File: src/rtl/reverb_delay_ctrl.sv
// Delay-line sequencer for the reverb FIFO: issues per-sample write/read enables,
// keeps occupancy equal to the programmed delay and fades the wet path across changes.
module reverb_delay_ctrl #(
  parameter int DLY_W         = 13,
  parameter int MAX_DELAY     = 8191,
  parameter int DEFAULT_DELAY = 1000,
  parameter int GAIN_STEP     = 8
) (
  input  logic             clk,
  input  logic             reset_n,
  input  logic             sample_en,
  input  logic [DLY_W-1:0] delay_req,
  input  logic             delay_req_valid,
  output logic             delay_req_ready,
  input  logic             fifo_empty,
  input  logic             fifo_full,
  output logic             fifo_wr_en,
  output logic             fifo_rd_en,
  output logic [7:0]       wet_gain,
  output logic [DLY_W-1:0] delay_cur,
  output logic             busy,
  output logic             err_xrun
);

  typedef enum logic [2:0] {FILL, DRAIN, FADE_IN, RUN, FADE_OUT} state_t;

  localparam logic [DLY_W-1:0] MAX_D = DLY_W'(MAX_DELAY);
  localparam logic [DLY_W-1:0] DEF_D = DLY_W'(DEFAULT_DELAY);
  localparam logic [7:0]       STEP8 = 8'(GAIN_STEP);

  state_t           state_q, state_d;
  logic [DLY_W-1:0] fill_q, fill_d;
  logic [DLY_W-1:0] cur_q, cur_d;
  logic [DLY_W-1:0] nxt_q, nxt_d;
  logic [7:0]       gain_q, gain_d;
  logic             wr_q, wr_d, rd_q, rd_d;
  logic             ready_q, ready_d, busy_q, busy_d;
  logic             err_q, err_d;
  logic             want_wr, want_rd;
  logic [8:0]       gain_up;
  logic [DLY_W-1:0] req_clamped;

  always_comb begin
    state_d = state_q;
    fill_d  = fill_q;
    cur_d   = cur_q;
    nxt_d   = nxt_q;
    gain_d  = gain_q;
    err_d   = err_q;
    want_wr = 1'b0;
    want_rd = 1'b0;
    gain_up = {1'b0, gain_q} + {1'b0, STEP8};
    req_clamped = (delay_req == '0)   ? DLY_W'(1) :
                  (delay_req > MAX_D) ? MAX_D     : delay_req;

    if (sample_en) begin
      unique case (state_q)
        FILL:    want_wr = 1'b1;
        DRAIN:   want_rd = 1'b1;
        default: begin
          want_wr = 1'b1;
          want_rd = 1'b1;
        end
      endcase
    end

    // Flag guards act per access; occupancy follows only what is actually issued.
    wr_d = want_wr && !fifo_full;
    rd_d = want_rd && !fifo_empty;
    if ((want_wr && fifo_full) || (want_rd && fifo_empty)) err_d = 1'b1;
    if (wr_d && !rd_d)      fill_d = fill_q + 1'b1;
    else if (rd_d && !wr_d) fill_d = fill_q - 1'b1;

    if (sample_en) begin
      unique case (state_q)
        FILL, DRAIN: if (fill_d == cur_q) state_d = FADE_IN;
        FADE_IN: begin
          gain_d = (gain_up > 9'd255) ? 8'hFF : gain_up[7:0];
          if (gain_d == 8'hFF) state_d = RUN;
        end
        FADE_OUT: begin
          gain_d = (gain_q > STEP8) ? gain_q - STEP8 : '0;
          if (gain_d == '0) begin
            cur_d = nxt_q;
            if (nxt_q > fill_d)      state_d = FILL;
            else if (nxt_q < fill_d) state_d = DRAIN;
            else                     state_d = FADE_IN;
          end
        end
        default: ;
      endcase
    end

    // Handshake can land on a strobe cycle; that sample was already handled as RUN above.
    if (state_q == RUN && ready_q && delay_req_valid) begin
      nxt_d   = req_clamped;
      state_d = FADE_OUT;
    end

    ready_d = (state_d == RUN);
    busy_d  = (state_d != RUN);
  end

  always_ff @(posedge clk or negedge reset_n) begin
    if (!reset_n) begin
      state_q <= FILL;
      fill_q  <= '0;
      cur_q   <= DEF_D;
      nxt_q   <= DEF_D;
      gain_q  <= '0;
      wr_q    <= 1'b0;
      rd_q    <= 1'b0;
      ready_q <= 1'b0;
      busy_q  <= 1'b1;
      err_q   <= 1'b0;
    end else begin
      state_q <= state_d;
      fill_q  <= fill_d;
      cur_q   <= cur_d;
      nxt_q   <= nxt_d;
      gain_q  <= gain_d;
      wr_q    <= wr_d;
      rd_q    <= rd_d;
      ready_q <= ready_d;
      busy_q  <= busy_d;
      err_q   <= err_d;
    end
  end

  assign fifo_wr_en      = wr_q;
  assign fifo_rd_en      = rd_q;
  assign wet_gain        = gain_q;
  assign delay_cur       = cur_q;
  assign delay_req_ready = ready_q;
  assign busy            = busy_q;
  assign err_xrun        = err_q;

endmodule

File: config.mk
export PLATFORM = sky130hd
export DESIGN_NAME = reverb_delay_ctrl
export DESIGN_NICKNAME = d
export VERILOG_FILES = /design/src/rtl/reverb_delay_ctrl.sv
export SDC_FILE = /design/constraint.sdc
export NUM_CORES = 1
export LEC_CHECK = 0
export ABC_CLOCK_PERIOD_IN_PS = 7450
export CORE_AREA = 2 2 92 94
export CTS_CLUSTER_SIZE = 40
export DETAILED_ROUTE_END_ITERATION = 16
export DIE_AREA = 0 0 94 96
export PLACE_DENSITY = 0.68
export SLEW_MARGIN = 20
export SYNTH_ARGS = -nofsm -noshare
export SYNTH_HDL_FRONTEND = slang
export SYNTH_SLANG_ARGS = --single-unit
File: constraint.sdc
create_clock -name clk -period 7.45 [get_ports clk]
set_input_delay 1.49 -clock clk [delete_from_list [all_inputs] [get_ports clk]]
set_output_delay 1.49 -clock clk [all_outputs]
set_load 0.02 [all_outputs]
### Word level (Yosys, flattened, before mapping)

Cells that the tools add are included.

* register bits after elaboration: 55
* bits in latches: 0
* RAM bits: 0
* ROM bits: 0
* bits of input ports: 19
* output and inout port bits: 26
* logic and storage cells: 66
* memories: 0

* add/sub/neg operators: 4
* multiply operators: 0
* divide/modulo/power cells: 0
* magnitude comparators: 5
* equal/unequal tests: 8
* shift-type cells: 0
* muxes and demuxes: 19
* bitwise operators: 0
* reduce and logical (&&, ||, !) cells: 20

Operators with widths (number)
* $mux W13: 4
* $mux W8: 2
* $pmux W8 S2: 1
* $mux W3: 5
* $add A13 B1 Y13 const B: 1
* $eq A13 B13 Y1: 1
* $gt A13 B13 Y1: 1
* $gt A13 B13 Y1 const B: 1
* $logic_not A13 Y1: 1
* $lt A13 B13 Y1: 1
* $sub A13 B1 Y13 const B: 1
* $add A8 B4 Y9 const B: 1
* $eq A3 B2 Y1 const B: 3
* $gt A9 B8 Y1 const B: 1
* $pmux W3 S3: 1
* $eq A8 B8 Y1 const B: 1
* $gt A8 B4 Y1 const B: 1
* $logic_and A1 B1 Y1: 8
* $logic_not A8 Y1: 1
* $sub A8 B4 Y8 const B: 1
* $logic_not A1 Y1: 4
* $mux W1: 4
* $mux W2: 2
* $eq A3 B1 Y1 const B: 1
* 8 further kinds: 8

### Longest topological paths before layout

* depth after elaboration: 16
* gate-level depth with buffers: 17

### Worst setup path after synthesis

OpenSTA, ideal clock, no wires.

* path type: input to register
* from: input sample_en
* to: register busy_q (netlist: busy)
* library setup time: 0.086 ns
* arrival: 4.445 ns
* data required time: 7.364 ns
* setup slack: 2.919 ns
* cell stages on the path: 13
* buffers on the path: 1
* path through: buf_2 -> or4b_1 -> a2111oi_1 -> a21o_2 -> xor2_1 -> inv_1 -> ha_1 -> a21o_1 -> a21o_1 -> a211o_1 -> o32ai_1 -> a31oi_1 -> a2111o_1

* word-level cells in the longest chain between the ends: 14
* elaborated cells between the ends (all ways): 21
* those cells by class: order compare (2); eq/ne (2); mux (11); reduce/logical (6)

RTL lines
* start: declaration: line 11 `input logic sample_en,`
* $mux W1: line 56 `if (sample_en) begin`
* $logic_and A1 B1 Y1: line 68 `wr_d = want_wr && !fifo_full;`
* $logic_not A1 Y1: line 72 `else if (rd_d && !wr_d) fill_d = fill_q - 1'b1;`
* $logic_and A1 B1 Y1: line 72
* $mux W13: line 72
* $mux W13 (*): line 71 `if (wr_d && !rd_d) fill_d = fill_q + 1'b1;`
* via fill_d[10]: line 32 `logic [DLY_W-1:0] fill_q, fill_d;`
* $lt A13 B13 Y1: line 86 `else if (nxt_q < fill_d) state_d = DRAIN;`
* $mux W2: line 86
* $mux W2: line 85 `if (nxt_q > fill_d) state_d = FILL;`
* $mux W3: line 83 `if (gain_d == '0) begin`
* $pmux W3 S3 (*): line 75 `unique case (state_q)`
* $mux W3 (*): line 74 `if (sample_en) begin`
* $mux W3 (*): line 95 `if (state_q == RUN && ready_q && delay_req_valid) begin`
* $ne A3 B2 Y1 (*): line 101 `busy_d = (state_d != RUN);`
* via busy_d: line 37 `logic ready_q, ready_d, busy_q, busy_d;`
* end signal: assignment: line 125 `busy_q <= busy_d;`
* end: declaration: line 37

The timed path passes the listed nets; every way through them passes the cells marked *.
A chain may end at the register's enable or synchronous reset.

### Worst setup path after layout

Ends and elaborated chain as after synthesis.

==> impl_metrics.ini <==
[status]
status = finished clean

[placed_design]
dp_hpwl_um = 6080
io_buffers = 44
gp_congestion = 0.864
placedCellCount = 502

[detailed_routing]
postRouteAntennaNets = 0
totalWireLength_um = 7970
first_pass_iters = 5
drt_iter0_drc = 169
drc_errors = 0
post_drt_wl_per_cell_um = 15.6
via_count = 2796
viasPerCell = 5.48

[logic_synthesis]
syn_inst = 367
ys_seq_elements = 55
ys_warn_count = 0
synth_edf_count = 0
avgSynthCellArea_um2 = 9.56
ys.flop_type = dfrtp_1
syn-cell-area_um2 = 3510
synth.distinct_cells = 70
synth_nets = 404
async_flop_share_pct = 100
yosysSeqAreaShare_pct = 39.7

[timing]
worstMarginPinSlew_ns = 0.877
relSlewSlack_pct = 41.4
setup_tns_ns = 0
max_freq_ghz = 0.195
setup_viol = 0
finalHoldViolCount = 0
finalClockSkew_ns = 0.00722
rsz0062_at_grt = no
finalCriticalPeriod_ns = 5.13
maxSlewViolCount = 0
timing.final.crit_share_pct = 68.9

[cts]
ctsHoldBuffers = 0
cts.path.max_buffers = 2
ctsResizeCount = 0
clk_pin_slew_ns = 0.10
root_buffer = clkbuf_8
cts_tree = built
clock_sinks = 55
cts_setup_buffers = 0
cts.htree.levels = 2
cts_made_buffers = 5
clkLatencyLatePin_ns = 0.30

[worst_setup_path]
critical_path_required_ns = 7.68
r2r_slack_ns = 3.31
cpMostUsedCell = o21a_1
critPathArrivalTime_ns = 5.36
worst_path_dominant_cell_family = compound AO/OA/AOI/OAI gates
cp_cell_sequence = clkdlybuf4s50_1, nand2b_1, nor4b_2, a21oi_1, xnor2_1, inv_1, ha_1, nor2b_1, o31a_1, o21a_1, o21a_1, o32ai_1, a31oi_1, a2111o_1
worstPathMaxFanout = 11
crit_path_max_incr_delay_ns = 0.72
path_buf_inv = 2
critPathCaptureType = register
cp-start-kind = input pin
path_class = input pin to register
critPathSlowestCell = clkdlybuf4s50_1

[floorplanning]
start_util_pct = 43.6
die_w_um = 94
core-area_um2 = 8050
fp.dieArea_um2 = 9020
core.rowCount = 33
die_h_um = 96
io_pins = 45

[layout]
final_common_cell = nand2_1
drive_gt1_share_pct = 12.6
fillers = 771
num_antenna_cells = 0
fin_nets = 441
area_growth_pct = 16.8
seq_area_um2 = 1390
finalNonFillerCells = 510
mostFrequentLayoutCells = nand2_1 (58), clkdlybuf4s50_1 (43), dfrtp_1 (42)
multi_input_area_um2 = 1960

[global_route]
grt_pass1_wl_um = 13600
overflow = 0
grt_max_degree = 56
grt_antenna_before_repair = 0
grt_pass1_vias = 2800
grtUsageTotal_pct = 19.2

[min_path]
hold_path_class = register to register

[pwr]
ir_drop_mv = 0.117
power_density_nw_per_um2 = 286
leakagePower_nw = 1.82

[run]
max-cap-violations = 0
[sequential cells by signal, indices dropped and copies added (netlist names)]
register,flops
nxt_q,13
delay_req_ready,1
fill_q,13
fifo_wr_en,1
fifo_rd_en,1
err_xrun,1
busy,1
state_q,3
wet_gain,8
delay_cur,13
[cell usage after synthesis (9+ instances only)]
master | instances | share of area (%)
a21oi_1 | 14 | 2.0
clkbuf_1 | 11 | 1.2
dfrtp_1 | 42 | 30
dfstp_2 | 13 | 9.7
ha_1 | 18 | 6.4
inv_1 | 23 | 2.5
mux2_2 | 13 | 4.2
nand2_1 | 58 | 6.2
nand3_1 | 9 | 1.3
nor2_1 | 18 | 1.9
o21ai_0 | 13 | 1.9
xnor2_1 | 20 | 5.0
xor2_1 | 9 | 2.2
[worst reg2reg max path, stage by stage, from the launching register on]
cell,delay [ns]
dfrtp_1,0.56
or3b_1,0.59
a211oi_2,0.44
a21oi_1,0.15
xnor2_1,0.35
inv_1,0.09
ha_1,0.31
nor2b_1,0.14
o31a_1,0.27
o21a_1,0.18
o21a_1,0.16
o32ai_1,0.25
a31oi_1,0.19
a2111o_1,0.39
[logic make-up after synthesis]
logic type	share of synthesized area, %
AND/OR/NAND/NOR	20.7
AO/OA/AOI/OAI	14.7
flip-flops	39.7
buffers and inverters	4.46
XOR/XNOR	9.81
adder cells (fa/ha/maj)	6.42
multiplexers	4.17
[layout make-up]
class                   count  area share (%)
well taps                 105            3.21
repair buffers             45            10.8
clock inverters             2           0.305
clock buffers               6            1.77
multi-input cells         274            47.8
inverters                  23            2.11
flip-flops and latches     55            34.0
[metrics by stage]
| stage | power, mW | util, % | setup WS, ns | area, um2 | hold slack [ns] |
|---|---|---|---|---|---|
| after floorplan | 0.852 | - | 2.92 | 3510 | 0.447 |
| after global placement | 0.993 | 49.8 | 2.10 | 4010 | 0.462 |
| after detailed placement | 1.01 | 49.8 | 2.02 | 4010 | 0.463 |
| after CTS | 1.18 | 50.9 | 2.31 | 4100 | 0.485 |
| after global routing | 1.27 | 50.9 | 2.01 | 4100 | 0.503 |
| final | 1.17 | 50.9 | 2.32 | 4100 | 0.481 |
[metal layers]
metal	global-route usage, %	wire length (um)	vias up
met5	0	0	-
met4	5.68	102	0
met3	2.82	362	8
met2	30.4	3700	65
met1	27.4	3800	1341
li1	-	-	1382
[worst paths after layout]
kind,to,cells past startpoint,startpoint
min in group asynchronous,wet_gain[2],2,reset_n
worst max-delay path,busy,14,sample_en
worst min register to register,err_xrun,1,err_xrun
worst min-delay path,err_xrun,1,err_xrun
worst max register to register,busy,13,state_q[2]
max in group asynchronous,fill_q[7],2,reset_n
[report_power, final]
part,internal (mW),switching (mW)
clock,0.0660,0.0975
combinational,0.251,0.268
sequential,0.363,0.127
(Power assumes the default switching activity.)
